`src/rtl/membrane_update_unit.sv`:
```
// ============================================================================
// membrane_update_unit
// ----------------------------------------------------------------------------
// Purpose:
//   Handles one neuron per time step. It sums the neuron's per-synapse-class
//   IPSC currents with saturation and adds the sum to the membrane potential,
//   again with saturation. It then applies refractory hold, the threshold test
//   and reset. The result goes to the neuron-state writeback, tagged with the
//   neuron ID.
//   All data is signed fixed point: INTEGER_WIDTH integer bits and
//   DATA_WIDTH_FRAC fractional bits.
//
// Ports:
//   i_clock, i_reset       rising-edge clock, asynchronous active-high reset
//   i_start, o_startReady  begin a neuron (accepted only while idle)
//   i_noInput              neuron has no IPSC contributions this step
//   i_neuronIdIn           ID tag, latched at start
//   i_vmemIn/i_vthIn/i_vresetIn  membrane, threshold and reset potentials
//   i_refIn, i_refPeriod   remaining refractory steps / reload value on spike
//   i_ipscIn, i_ipscValid, i_ipscLast, o_ipscReady  IPSC contribution stream
//   o_vmemOut, o_refOut, o_spikeOut, o_neuronIdOut  updated neuron state
//   o_outValid, i_outReady result handshake
// ============================================================================
module membrane_update_unit #(
    parameter int INTEGER_WIDTH   = 32,
    parameter int DATA_WIDTH_FRAC = 32,
    parameter int DATA_WIDTH      = INTEGER_WIDTH + DATA_WIDTH_FRAC,
    parameter int REF_WIDTH       = 8,
    parameter int NID_WIDTH       = 16
) (
    input  logic                         i_clock,
    input  logic                         i_reset,
    input  logic                         i_start,
    output logic                         o_startReady,
    input  logic                         i_noInput,
    input  logic [NID_WIDTH-1:0]         i_neuronIdIn,
    input  logic signed [DATA_WIDTH-1:0] i_vmemIn,
    input  logic signed [DATA_WIDTH-1:0] i_vthIn,
    input  logic signed [DATA_WIDTH-1:0] i_vresetIn,
    input  logic [REF_WIDTH-1:0]         i_refIn,
    input  logic [REF_WIDTH-1:0]         i_refPeriod,
    input  logic signed [DATA_WIDTH-1:0] i_ipscIn,
    input  logic                         i_ipscValid,
    input  logic                         i_ipscLast,
    output logic                         o_ipscReady,
    output logic signed [DATA_WIDTH-1:0] o_vmemOut,
    output logic [REF_WIDTH-1:0]         o_refOut,
    output logic                         o_spikeOut,
    output logic [NID_WIDTH-1:0]         o_neuronIdOut,
    output logic                         o_outValid,
    input  logic                         i_outReady
);

    typedef enum logic [1:0] {
        IDLE   = 2'd0,
        ACCUM  = 2'd1,
        UPDATE = 2'd2,
        HOLD   = 2'd3
    } state_t;

    localparam logic signed [DATA_WIDTH-1:0] SAT_MAX = {1'b0, {(DATA_WIDTH-1){1'b1}}};
    localparam logic signed [DATA_WIDTH-1:0] SAT_MIN = {1'b1, {(DATA_WIDTH-1){1'b0}}};
    localparam logic [REF_WIDTH-1:0]         REF_ONE = {{(REF_WIDTH-1){1'b0}}, 1'b1};

    state_t                         r_state;
    state_t                         w_nextState;

    logic signed [DATA_WIDTH-1:0]   r_vmem;
    logic signed [DATA_WIDTH-1:0]   r_vth;
    logic signed [DATA_WIDTH-1:0]   r_vreset;
    logic [REF_WIDTH-1:0]           r_ref;
    logic [REF_WIDTH-1:0]           r_refPeriod;
    logic [NID_WIDTH-1:0]           r_neuronId;
    logic signed [DATA_WIDTH-1:0]   r_acc;

    logic signed [DATA_WIDTH-1:0]   r_vmemOut;
    logic [REF_WIDTH-1:0]           r_refOut;
    logic                           r_spikeOut;
    logic [NID_WIDTH-1:0]           r_neuronIdOut;
    logic                           r_outValid;

    logic signed [DATA_WIDTH-1:0]   w_accSum;
    logic signed [DATA_WIDTH-1:0]   w_vnew;
    logic                           w_fire;

    // Saturating signed add. Overflow is only possible when both operands
    // have the same sign and the wrapped result has the other sign. The clamp
    // direction then follows the operands' shared sign.
    function automatic logic signed [DATA_WIDTH-1:0] satAdd(
        input logic signed [DATA_WIDTH-1:0] a,
        input logic signed [DATA_WIDTH-1:0] b
    );
        logic signed [DATA_WIDTH-1:0] s;
        s = a + b;
        if ((a[DATA_WIDTH-1] == b[DATA_WIDTH-1]) && (s[DATA_WIDTH-1] != a[DATA_WIDTH-1]))
            return a[DATA_WIDTH-1] ? SAT_MIN : SAT_MAX;
        else
            return s;
    endfunction

    // Next accumulator value, the candidate membrane potential, and the
    // signed threshold test that decides whether the neuron fires.
    always_comb begin
        w_accSum = satAdd(r_acc, i_ipscIn);
        w_vnew   = satAdd(r_vmem, r_acc);
        w_fire   = (w_vnew >= r_vth);
    end

    // State register. An asynchronous reset returns to IDLE from any state
    // and drops the neuron that was in flight.
    always_ff @(posedge i_clock or posedge i_reset) begin
        if (i_reset)
            r_state <= IDLE;
        else
            r_state <= w_nextState;
    end

    // Next-state logic and the two ready strobes. The ready strobes come
    // straight from the current state, so they are valid in the same cycle.
    always_comb begin
        w_nextState  = r_state;
        o_startReady = 1'b0;
        o_ipscReady  = 1'b0;
        case (r_state)
            IDLE: begin
                o_startReady = 1'b1;
                if (i_start)
                    w_nextState = i_noInput ? UPDATE : ACCUM;
            end
            ACCUM: begin
                o_ipscReady = 1'b1;
                if (i_ipscValid && i_ipscLast)
                    w_nextState = UPDATE;
            end
            UPDATE: begin
                w_nextState = HOLD;
            end
            HOLD: begin
                if (i_outReady)
                    w_nextState = IDLE;
            end
            default: begin
                w_nextState = IDLE;
            end
        endcase
    end

    // Datapath: latch neuron parameters at start and accumulate IPSCs.
    // The single UPDATE cycle computes the registered result. That result
    // stays frozen through HOLD until downstream accepts it.
    always_ff @(posedge i_clock or posedge i_reset) begin
        if (i_reset) begin
            r_vmem        <= '0;
            r_vth         <= '0;
            r_vreset      <= '0;
            r_ref         <= '0;
            r_refPeriod   <= '0;
            r_neuronId    <= '0;
            r_acc         <= '0;
            r_vmemOut     <= '0;
            r_refOut      <= '0;
            r_spikeOut    <= 1'b0;
            r_neuronIdOut <= '0;
            r_outValid    <= 1'b0;
        end else begin
            case (r_state)
                IDLE: begin
                    if (i_start) begin
                        r_vmem      <= i_vmemIn;
                        r_vth       <= i_vthIn;
                        r_vreset    <= i_vresetIn;
                        r_ref       <= i_refIn;
                        r_refPeriod <= i_refPeriod;
                        r_neuronId  <= i_neuronIdIn;
                        r_acc       <= '0;
                    end
                end
                ACCUM: begin
                    if (i_ipscValid)
                        r_acc <= w_accSum;
                end
                UPDATE: begin
                    // A refractory neuron holds at reset and ignores its
                    // input current for this step.
                    if (r_ref != '0) begin
                        r_vmemOut  <= r_vreset;
                        r_refOut   <= r_ref - REF_ONE;
                        r_spikeOut <= 1'b0;
                    end else if (w_fire) begin
                        r_vmemOut  <= r_vreset;
                        r_refOut   <= r_refPeriod;
                        r_spikeOut <= 1'b1;
                    end else begin
                        r_vmemOut  <= w_vnew;
                        r_refOut   <= '0;
                        r_spikeOut <= 1'b0;
                    end
                    r_neuronIdOut <= r_neuronId;
                    r_outValid    <= 1'b1;
                end
                HOLD: begin
                    if (i_outReady)
                        r_outValid <= 1'b0;
                end
                default: begin
                    r_outValid <= 1'b0;
                end
            endcase
        end
    end

    assign o_vmemOut     = r_vmemOut;
    assign o_refOut      = r_refOut;
    assign o_spikeOut    = r_spikeOut;
    assign o_neuronIdOut = r_neuronIdOut;
    assign o_outValid    = r_outValid;

endmodule

```
`config.mk`:
```
export PLATFORM = sky130hd
export DESIGN_NAME = membrane_update_unit
export DESIGN_NICKNAME = d
export VERILOG_FILES = /design/src/rtl/membrane_update_unit.sv
export SDC_FILE = /design/constraint.sdc
export NUM_CORES = 1
export LEC_CHECK = 0
export CAP_MARGIN = 40
export CORE_UTILIZATION = 44
export DETAILED_ROUTE_END_ITERATION = 6
export PLACE_DENSITY = 0.67
export SLEW_MARGIN = 20
export SYNTH_ARGS = -nofsm -noshare
export SYNTH_HDL_FRONTEND = slang
export SYNTH_SLANG_ARGS = --single-unit
```
`constraint.sdc`:
```
create_clock -name i_clock -period 15.7 [get_ports i_clock]
set_clock_uncertainty 0.05 [all_clocks]
set_input_delay 3.14 -clock i_clock [delete_from_list [all_inputs] [get_ports i_clock]]
set_output_delay 3.14 -clock i_clock [all_outputs]
set_load 0.01 [all_outputs]
```
# Word-level counts from Yosys, hierarchy flattened
# Index checks and enable logic that the tools add are counted.
totals:
  out_inout_bits: 92
  inputBits: 295
  reg_bits: 380
  wordCells: 61
classes:
  muxes: 22
  reduce_logical: 11
  add_sub_neg: 3
  n_lt_le_gt_ge: 1
  eq_ne: 11
op_table:
  columns: ["op", "n"]
  rows:
  - ["64-bit two-way mux", 8]
  - ["64-bit adder", 2]
  - ["64-bit case mux with 2 select lines", 1]
  - ["64-bit >= comparator", 1]
  - ["8-bit two-way mux", 2]
  - ["2-bit two-way mux", 4]
  - ["2-bit != test, second input constant", 4]
  - ["2-bit case mux with 4 select lines", 1]
  - ["8-bit nonzero test", 1]
  - ["8-bit by 1-bit subtractor with 8-bit output, second input constant", 1]
  - ["3-bit AND reduction", 2]
  - ["1-bit two-way mux", 5]
  - ["2-bit == test, second input constant", 2]
  - ["2-bit AND reduction", 2]
  - ["2-bit nonzero test", 2]
  - ["1-bit logical AND", 3]
  - ["1-bit == test", 2]
  - ["2-bit by 1-bit == test with 1-bit output, second input constant", 1]
  - ["2-bit logical NOT", 1]
  - ["1-bit != test", 2]
  - ["1-bit case mux with 2 select lines", 1]

# Depth between registers and ports, before layout
# Gate-level depths: netlist of the first run.
logic_depth:
  word_depth: 7
  depth_mapped: 35
  depth_no_buf: 29

# Least setup slack after synthesis of the first run
# Ideal clock, no wire load.
synth_path:
  path_kind: "register -> register"
  start: "reg r_acc[18]"
  end: "reg r_vmemOut[1], in the netlist o_vmemOut[1]"
  t_arrival_ns: 7.361
  n_path_buf: 5
  stages_incl_launch_ff: 33
  slack_ns: 8.152
  t_required_ns: 15.513
  period_less_slack_ns: 7.548
  path_cell_list: "dfrtp_1 -> ha_1 -> buf_2 -> nand4_1 -> or4_1 -> a2111oi_0 -> a41oi_1 -> a21oi_1 -> o211ai_1 -> a21o_1 -> a21oi_1 -> fa_1 -> or2_2 -> clkbuf_1 -> nand2_1 -> clkbuf_1 -> nor3_1 -> mux2i_1 -> o41ai_1 -> a311oi_1 -> ha_1 -> a21o_1 -> a21o_1 -> a21o_1 -> a221o_1 -> a221o_1 -> nand2_1 -> nand4_1 -> nand2_1 -> buf_4 -> buf_4 -> mux2i_1 -> a21oi_1"
synth_via:
  elab_chain_len: 7
synth_lines:
  columns: ["element", "line_no", "source"]
  rows:
  - ["start, declared", "74", "logic signed [DATA_WIDTH-1:0] r_acc;"]
  - ["start signal, assigned", "180", "r_acc <= w_accSum;"]
  - ["64-bit adder (*)", "94", "s = a + b;"]
  - ["1-bit != test", "95", "if ((a[DATA_WIDTH-1] == b[DATA_WIDTH-1]) && (s[DATA_WIDTH-1] != a[DATA_WIDTH-1]))"]
  - ["1-bit logical AND", "95", null]
  - ["64-bit two-way mux (*)", "95", null]
  - ["64-bit >= comparator", "106", "w_fire = (w_vnew >= r_vth);"]
  - ["64-bit two-way mux (*)", "189", "end else if (w_fire) begin"]
  - ["64-bit two-way mux (*)", "185", "if (r_ref != '0) begin"]
  - ["end signal, assigned", "186", "r_vmemOut <= r_vreset;"]
  - ["end signal, assigned", "190", "r_vmemOut <= r_vreset;"]
  - ["end signal, assigned", "194", "r_vmemOut <= w_vnew;"]
  - ["end, declared", "76", "logic signed [DATA_WIDTH-1:0] r_vmemOut;"]
# Mark *: on every way between the ends. The rest lies on a longest branch, timed or not.
# A chain may end at the register's enable or synchronous reset.

# Worst setup path in the final report of the first run
layout_path:
  start: "reg r_acc[19]"
  end: "reg r_vmemOut[24], in the netlist o_vmemOut[24]"
# Same word-level chain as after synthesis.

==> out/metrics.csv, run 1 <==
stage,metric,value,unit
status,outcome,finished clean,
yosys,sequential area share after synthesis,0.380,
drt,DRC,0,
clocking,CTS Hold Bufs,0,
global_routing,initial antenna violation count,8,
power,Leakage,0.0139,uW
hold_path,Hold EP,o_refOut[4]$_DFFE_PP0P_,
worst_setup_path,Critical Path Most Common Cell,a21o_1,
yosys,post-synthesis register bit count,380,
clocking,H-Tree Depth,2,
sta,unrepaired setup endpoints after global routing,no,
worst_setup_path,Worst Path Max Fanout,44,
sta,Final setup viols,0,
drt,Initial DRC Count,1612,
yosys,Post-synth ARST share,1.00,
floorplanning,io pins,387,
global_routing,met3 Usage GRT,0.0341,
worst_setup_path,required time worst endpoint,16.08,ns
hold_path,Hold WC Path Type,reg2reg,
yosys,Synth warnings,0,
finish,share of layout cells above drive strength 1,0.143,
sta,max_slew headroom,0.447,
global_routing,GRT Residual Overflow,0,
yosys,Post-Syn Instances,2559,
worst_setup_path,CP Launch Type,register,
hold_path,Hold Crit Depth,2,
worst_setup_path,CP endpoint kind,register,
worst_setup_path,Critical-path top delay cell,nand2_4,
place,placed cell count,3596,
worst_setup_path,r2r startpoint,r_acc[19]$_DFFE_PP0P_,
yosys,unique cell type count in the Yosys netlist,85,
global_routing,gr usage total,0.282,
sta,max-slew violation count,0,
yosys,Synth area leader,dfrtp_1,
clocking,# resized after CTS,0,
floorplanning,Die W,240,um
global_routing,GRT met1 Usage,0.365,
worst_setup_path,R2R cell count,29,
job,max cap viols,0,
place,Port Buffers,386,
clocking,postcts setup bufs,0,
floorplanning,row count,87,
drt,First-pass DRT Iterations,5,
hold_path,hold path startpoint,o_refOut[4]$_DFFE_PP0P_,
worst_setup_path,Worst R2R Setup Slack,6.45,ns
worst_setup_path,stage delay of the slowest cell on the critical path,0.74,ns
place,pre-CTS setup slack,6.65,ns
finish,area delta synth->final,24.6,%
floorplanning,initial core utilization,0.445,
yosys,"EDFF count, synth",0,
sta,final period utilization,0.589,
clocking,"CTS clk-pin slew, worst paths",0.06,ns
clocking,CTS Buffer Depth,3,
yosys,mean area per synthesized cell,9.78,um2
yosys,ranking of synthesized cells by area,"dfrtp_1 38%, mux2_2 11%, ha_1 9.8%, a21oi_1 5.0%, a21o_1 3.8%",
sta,min Tclk post-route,9.25,ns
clocking,Root Driver,clkbuf_16,
finish,fin cells,3685,
clocking,clk sinks,380,
floorplanning,core area,56300,um2
place,GP Congestion,0.920,
sta,Setup WS post-layout,6.45,ns
drt,routed vias/inst,5.81,
sta,hold slack final,0.449,ns
worst_setup_path,Worst EP arrival,9.63,ns
clocking,Num CTS Buffers,43,
global_routing,GRT met2 Usage,0.485,
worst_setup_path,crit path kind,reg2reg,
drt,Vias,21400,
power,Pwr Density,264,nW/um2
floorplanning,Die Height,240,um
yosys,synth cell count leaders,"380 x dfrtp_1, 249 x a21oi_1, 241 x mux2_2",
yosys,Mapped Area,25000,um2
floorplanning,die footprint,57800,um2
drt,Detail Route Antenna Nets,0,
place,detailed placement HPWL,64.2,mm
drt,Routed WL,82.2,mm
drt,wire per inst,22.3,um
global_routing,number of global-route vias before repair,21500,
yosys,syn_nets,3052,
yosys,Most used DFF post-synth,dfrtp_1,
sta,Fmax,108,MHz
global_routing,largest net degree at the start of global routing,119,
power,peak supply drop,0.000126,V
sta,worst slew pin tran,0.809,ns
sta,setup TNS,0,ns
yosys,Synth top area share,0.380,
finish,Final nets,3386,
global_routing,GRT busiest layer,met2,
clocking,clk_lat worst skew,0.57,ns
sta,"Hold Violations, Final",0,
clocking,TritonCTS clock tree,done,
global_routing,first-pass GRT wire length,125,mm
finish,"Core Util, Final",0.554,
worst_setup_path,worst r2r dst,o_vmemOut[24]$_DFFE_PP0P_,
yosys,top-count cell post-synth,dfrtp_1,
[state kept, by name, indices dropped and copies added (netlist names)]
signal         count
r_neuronId        16
o_spikeOut         1
r_refPeriod        8
r_vth             64
o_vmemOut         64
r_acc             64
r_state            2
o_outValid         1
r_vreset          64
o_refOut           8
r_vmem            64
r_ref              8
o_neuronIdOut     16
[critical path, delay by kind of cell (launching register included)]
family,cells,cell delay (ns)
compound gates,14,3.43
fa+ha+maj,3,1.38
simple gates,8,2.92
mux,2,0.40
flops,1,0.40
buf+inv,2,0.51
[how the worst max path moves through the flow]
stage | from | end | slack, ns | cells past startpoint
floorplan | i_reset | o_neuronIdOut[0]$_DFFE_PP0P_ | 1.95 | 1
global placement | r_acc[19]$_DFFE_PP0P_ | o_vmemOut[53]$_DFFE_PP0P_ | 6.34 | 27
detailed placement | r_acc[19]$_DFFE_PP0P_ | o_vmemOut[8]$_DFFE_PP0P_ | 6.65 | 29
CTS | r_acc[19]$_DFFE_PP0P_ | o_vmemOut[24]$_DFFE_PP0P_ | 6.57 | 29
global route | r_acc[18]$_DFFE_PP0P_ | o_vmemOut[24]$_DFFE_PP0P_ | 5.96 | 29
finish | r_acc[19]$_DFFE_PP0P_ | o_vmemOut[24]$_DFFE_PP0P_ | 6.45 | 29
[cells by family after synthesis]
logic type               Yosys count  synth area share
buffers and inverters            249            0.0404
adder cells (fa/ha/maj)          198            0.0999
AND/OR/NAND/NOR                  559             0.108
multiplexers                     300             0.133
flip-flops                       380             0.380
XOR/XNOR                         104            0.0364
AO/OA/AOI/OAI                    769             0.203
[per-layer routing]
metal	routed length (um)	vias to the layer above
met5	27	-
met4	2440	4
met3	4250	126
met2	40600	675
met1	34900	10600
li1	-	10000
[cells in the final DEF (no fill, tap or decap), drive strengths merged, types with 7 or more instances in the layout]
master         netlist  layout
a211o               11      11
a211oi              22      22
a21boi               7       7
a21o               125     125
a21oi              297     297
a221o               14      14
a31oi               26      26
and2                10      10
and3                26      26
buf                 28      27
clkbuf              98      57
clkdlybuf4s50        0     386
clkinv               1      14
dfrtp              380     380
ha                 195     195
inv                122     122
mux2               241     241
mux2i               59      59
nand2              148     148
nand2b              10      10
nand3               52      52
nand4               42      42
nor2               171     171
nor2b               13      13
nor3                28      28
nor4                13      13
o211ai              22      22
o21a                18      18
o21ai              114     114
o21bai              29      29
o22ai                8       8
o31ai               12      12
or3                 12      12
xnor2               56      56
xor2                48      48
[metrics by stage]
step | total power [uW] | area (um2)
3_3_place_gp | 7030 | 29400
5_1_grt | 8810 | 31200
6_report | 8210 | 31200
2_1_floorplan | 5400 | 25000
4_1_cts | 8200 | 31000
3_5_place_dp | 7130 | 29600
[power breakdown]
part | internal, uW | total (uW) | leakage (uW) | switching [uW]
Clock | 599 | 1030 | 0.000695 | 426
Combinational | 2250 | 5330 | 0.00870 | 3080
Sequential | 1480 | 1860 | 0.00455 | 380
[area by class of cell]
type / count / area, um2
fillers: 5025 / 25100
multi-input cells: 1930 / 14500
flip-flops and latches: 380 / 9510
repair buffers: 415 / 4270
clock buffers: 56 / 1180
well taps: 756 / 946
inverters: 123 / 469
clock inverters: 19 / 230
diodes: 6 / 15.0
Note: power is estimated with default switching activity, not from simulation.
==> inputs of run 2 (changes only) <==
Settings changed: PLACE_DENSITY 0.67 to 0.7.
Clock period 15.7 ns to 8.5 ns, I/O delays scaled along.
==> run 2 against run 1 <==
  * Register-to-register slack got worse by 6.0 ns
  * Clock power up 94%
  * Maximum frequency grew 16%
  * Worst setup slack worse by 6.0 ns
  * Non-clock buffer count rose by 3
  * Highest routed layer is now met4
==> out/metrics.csv, run 2 (synthesis results as in run 1) <==
stage,metric,value,unit
status,outcome,finished clean,
floorplanning,Die W,240,um
sta,Fmax,125,MHz
worst_setup_path,Worst Path Buf+Inv,3,
floorplanning,row count,87,
clocking,postcts setup bufs,0,
hold_path,Hold WC Path Type,reg2reg,
finish,Post-Layout Inst Area,31300,um2
power,Leakage,0.0140,uW
drt,Detail Route Antenna Nets,0,
global_routing,initial antenna violation count,4,
sta,Final setup viols,0,
worst_setup_path,CP endpoint kind,register,
sta,min Tclk post-route,8.00,ns
finish,Final nets,3390,
clocking,clk sinks,380,
sta,final period utilization,0.942,
floorplanning,initial core utilization,0.445,
global_routing,gr usage total,0.280,
worst_setup_path,Worst EP arrival,8.40,ns
worst_setup_path,Worst Path Max Fanout,32,
floorplanning,Die Height,240,um
sta,max_slew headroom,0.154,
worst_setup_path,stage delay of the slowest cell on the critical path,0.58,ns
global_routing,largest net degree at the start of global routing,179,
worst_setup_path,CP top delay family,compound AO/OA/AOI/OAI gates,
clocking,TritonCTS clock tree,done,
clocking,CTS Buffer Depth,3,
sta,"Hold Violations, Final",0,
place,Port Buffers,386,
worst_setup_path,CP Launch Type,register,
place,Placed Area,29600,um2
place,GP Congestion,0.925,
place,detailed placement HPWL,63.5,mm
clocking,H-Tree Depth,2,
finish,share of layout cells above drive strength 1,0.149,
worst_setup_path,required time worst endpoint,8.89,ns
job,max cap viols,0,
finish,fin cells,3690,
drt,Vias,21300,
finish,"commonest non-fill, non-tap cell in the layout",clkdlybuf4s50_1,
worst_setup_path,Critical Path Most Common Cell,a21o_1,
drt,DRC,0,
drt,wire per inst,22.0,um
drt,First-pass DRT Iterations,7,
global_routing,number of global-route vias before repair,21400,
finish,multi-input logic area,14600,um2
clocking,Num CTS Buffers,43,
place,placed cell count,3602,
floorplanning,core area,56300,um2
sta,Setup WS post-layout,0.496,ns
sta,worst slew pin tran,1.27,ns
global_routing,first-pass GRT wire length,124,mm
drt,Initial DRC Count,1435,
place,pre-CTS setup slack,-0.00813,ns
drt,Routed WL,81.3,mm
finish,"commonest cells after routing, fill and taps aside","386 x clkdlybuf4s50_1, 380 x dfrtp_1, 247 x a21oi_1, 241 x mux2_2, 191 x ha_1",
sta,max-slew violation count,0,
floorplanning,io pins,387,
finish,area delta synth->final,25.1,%
power,Pwr Density,489,nW/um2
finish,fill count,4992,
finish,Register Area,9510,um2
sta,hold slack final,0.451,ns
drt,routed vias/inst,5.78,
power,peak supply drop,0.000269,V
global_routing,GRT Residual Overflow,0,
floorplanning,die footprint,57800,um2
clocking,clk_lat worst skew,0.58,ns
clocking,Root Driver,clkbuf_16,
worst_setup_path,crit path kind,reg2reg,
worst_setup_path,Critical-path top delay cell,or4_1,
clocking,"CTS clk-pin slew, worst paths",0.06,ns
power,total power draw,15300,uW
clocking,CTS Hold Bufs,0,
run 2: worst min-delay path: cells and delay by family, from the launching register on:
family | cells | cell delay, ns
AO/OA/AOI/OAI | 2 | 0.12
flip-flops | 1 | 0.34
run 2: metrics by stage:
stage	setup TNS, ns	util
floorplan	0	-
global placement	0	0.525
detailed placement	-0.0154	0.526
CTS	0	0.553
global route	-0.000894	0.556
finish	0	0.556
run 2: worst paths after layout:
path                                           start  slack, ns  cells after the start                         to
hold reg to reg            o_vmemOut[47]$_DFFE_PP0P_       0.45                      2  o_vmemOut[47]$_DFFE_PP0P_
setup reg to reg               r_acc[20]$_DFFE_PP0P_       0.50                     28  o_vmemOut[10]$_DFFE_PP0P_
min in group asynchronous                    i_reset       1.66                      3    r_vreset[4]$_DFFE_PP0P_
max in group asynchronous                    i_reset       5.26                      5     r_vmem[54]$_DFFE_PP0P_
setup / recovery               r_acc[20]$_DFFE_PP0P_       0.50                     28  o_vmemOut[10]$_DFFE_PP0P_
hold / removal             o_vmemOut[47]$_DFFE_PP0P_       0.45                      2  o_vmemOut[47]$_DFFE_PP0P_
run 2: metal layers:
layer	up-vias	share of wire	track usage
met3	139	0.048	0.0321
met4	0	0.033	0.0959
met2	655	0.49	0.478
li1	10100	-	-
met1	10500	0.43	0.365
met5	-	0	0
run 2: timing repair:
| item | CTS | global route |
|---|---|---|
| gates resized for setup | 1 | 10 |
| gates cloned | 0 | 1 |
| setup endpoints to repair | 24 | 73 |
| pin swaps | 0 | 2 |
run 2: report_power, final:
group          internal, uW  switching [uW]  total, uW  leakage (uW)
sequential             2740             721       3460       0.00455
combinational          4190            5630       9830       0.00867
clock                  1200             800       2000      0.000750
run 2: cell type report:
| type | count | share of cell area |
|---|---|---|
| sequential | 380 | 0.304 |
| antenna | 3 | 0.000240 |
| inverter | 123 | 0.0149 |
| multi-input combinational | 1931 | 0.466 |
| clock inverter | 21 | 0.00916 |
| timing repair buffer | 418 | 0.136 |
| tap | 756 | 0.0302 |
| clock buffer | 58 | 0.0394 |
==> inputs of run 3 (changes only) <==
Settings changed: ABC_CLOCK_PERIOD_IN_PS set to 6600.
Clock period 8.5 ns to 6.6 ns, I/O delays scaled along.
==> run 3 against run 2 <==
  * Hold slack improved by 0.00052 ns
  * Critical endpoint is now o_vmemOut[63]$_DFFE_PP0P_
  * Maximum frequency rose by 16%
  * Power rose by 49%
  * The flow now finishes with violations (negative setup slack)
  * Via count rose by 6.7%
  * Critical path depth rose by 4
  * Wire length rose by 4.9%
  * Final area rose by 8.3%
  * Final cell count rose by 7.9%
==> out/metrics.csv, run 3 (synthesis results as in run 1) <==
stage,metric,value,unit
status,outcome,finished with violations,
status,failing checks,negative setup slack,
sta,max-slew violation count,0,
floorplanning,Die Height,240,um
power,Comb power frac,0.704,
clocking,Num CTS Buffers,43,
power,switching pwr,10200,uW
worst_setup_path,Worst EP arrival,7.33,ns
finish,"commonest cells after routing, fill and taps aside","386 x clkdlybuf4s50_1, 380 x dfrtp_1, 298 x buf_4, 241 x mux2_2, 237 x a21oi_1",
sta,min Tclk post-route,6.92,ns
worst_setup_path,CP Launch Type,register,
clocking,clk sinks,380,
worst_setup_path,Worst Path Max Fanout,6,
clocking,Root Driver,clkbuf_16,
finish,Register Area,9510,um2
power,Clock Power Share,0.106,
power,fraction of power consumed by sequential logic,0.190,
job,max cap viols,0,
sta,final period utilization,1.05,
worst_setup_path,required time worst endpoint,7.01,ns
finish,"Core Util, Final",0.602,
place,Port Buffers,386,
drt,wire per inst,21.4,um
floorplanning,row count,87,
clocking,H-Tree Depth,2,
power,P_int,12600,uW
global_routing,number of global-route vias before repair,22900,
hold_path,Hold WC Path Type,reg2reg,
drt,Initial DRC Count,1642,
clocking,CTS Hold Bufs,0,
drt,Routed WL,85.3,mm
place,placed cell count,3865,
finish,"commonest non-fill, non-tap cell in the layout",clkdlybuf4s50_1,
sta,setup TNS,-17.71,ns
finish,area delta synth->final,35.4,%
floorplanning,core area,56300,um2
sta,unrepaired setup endpoints after global routing,yes,
power,peak supply drop,0.000365,V
worst_setup_path,crit path kind,reg2reg,
global_routing,largest net degree at the start of global routing,172,
sta,"Hold Violations, Final",0,
drt,First-pass DRT Iterations,5,
sta,Setup WS post-layout,-0.321,ns
clocking,"CTS clk-pin slew, worst paths",0.06,ns
sta,worst slew pin tran,1.06,ns
finish,share of layout cells above drive strength 1,0.239,
global_routing,gr usage total,0.293,
power,Pwr Density,674,nW/um2
sta,Final setup viols,73,
finish,fin cells,3983,
floorplanning,die footprint,57800,um2
drt,Vias,22700,
floorplanning,Die W,240,um
place,detailed placement HPWL,66.8,mm
global_routing,GRT Residual Overflow,0,
global_routing,initial antenna violation count,6,
power,Switching Fraction,0.449,
drt,DRC,0,
place,GP Congestion,0.909,
power,Leakage,0.0155,uW
clocking,TritonCTS clock tree,done,
worst_setup_path,CP endpoint kind,register,
sta,max_slew headroom,0.293,
global_routing,first-pass GRT wire length,131,mm
clocking,CTS Buffer Depth,3,
finish,Final nets,3683,
worst_setup_path,stage delay of the slowest cell on the critical path,0.58,ns
worst_setup_path,Critical-path top delay cell,or4_4,
clocking,clk_lat worst skew,0.59,ns
drt,Detail Route Antenna Nets,0,
sta,Fmax,144,MHz
finish,multi-input logic area,14900,um2
drt,routed vias/inst,5.71,
floorplanning,io pins,387,
finish,fill count,4815,
sta,hold slack final,0.451,ns
floorplanning,initial core utilization,0.445,
## run 3: worst paths after layout
path                       cells after the start                           end  slack, ns                      start
max                                           32     o_vmemOut[63]$_DFFE_PP0P_      -0.32     r_vmem[21]$_DFFE_PP0P_
min                                            1  o_neuronIdOut[7]$_DFFE_PP0P_       0.45  r_neuronId[7]$_DFFE_PP0P_
max reg2reg                                   32     o_vmemOut[63]$_DFFE_PP0P_      -0.32     r_vmem[21]$_DFFE_PP0P_
min reg2reg                                    1  o_neuronIdOut[7]$_DFFE_PP0P_       0.45  r_neuronId[7]$_DFFE_PP0P_
max in group asynchronous                      3         r_acc[51]$_DFFE_PP0P_       4.37                    i_reset
min in group asynchronous                      3      r_vreset[15]$_DFFE_PP0P_       1.23                    i_reset
## run 3: layout make-up
| cell class | count | share of cell area |
|---|---|---|
| clock buffers | 56 | 0.0350 |
| flip-flops and latches | 380 | 0.281 |
| diodes | 5 | 0.000369 |
| multi-input cells | 1930 | 0.440 |
| inverters | 123 | 0.0137 |
| clock inverters | 21 | 0.00647 |
| repair buffers | 712 | 0.196 |
| well taps | 756 | 0.0279 |
## run 3: layer usage
| layer | part of all wire | wire, um | GRT usage |
|---|---|---|---|
| met5 | 0.00011 | 9 | 0 |
| met4 | 0.028 | 2430 | 0.0917 |
| met3 | 0.053 | 4530 | 0.0371 |
| met2 | 0.49 | 42100 | 0.506 |
| met1 | 0.42 | 36100 | 0.379 |
## run 3: timing repair
action                                  in CTS  in global routing
gates resized for setup                     46                 36
setup buffers                               28                  4
endpoints found under the setup margin      73                 73
gates cloned                                 5                  0
pin swaps                                   28                  4
## run 3: power groups by stage
stage	Clock (uW)	Combinational (uW)	Sequential [uW]
6_report	2420	16100	4340
5_1_grt	2560	17400	4460
4_1_cts	2450	15600	4330
3_5_place_dp	0	15100	4350
3_3_place_gp	0	14800	4290
2_1_floorplan	0	8750	4210
## run 3: through the flow
step           instance area, um2  setup WS, ns  power, uW
4_1_cts                     33600        -0.327      22400
2_1_floorplan               25100        -0.155      13000
6_report                    33900        -0.321      22800
5_1_grt                     33900        -0.671      24400
3_3_place_gp                31600        -0.456      19100
3_5_place_dp                31700        -0.672      19500
## run 3: critical path: cells and delay by family, from the launching register on
family          cells  cell delay [ns]
flops               1             0.39
buf+inv             8             1.15
mux                 1             0.20
fa+ha+maj           3             1.08
compound gates     15             2.74
simple gates        5             1.18
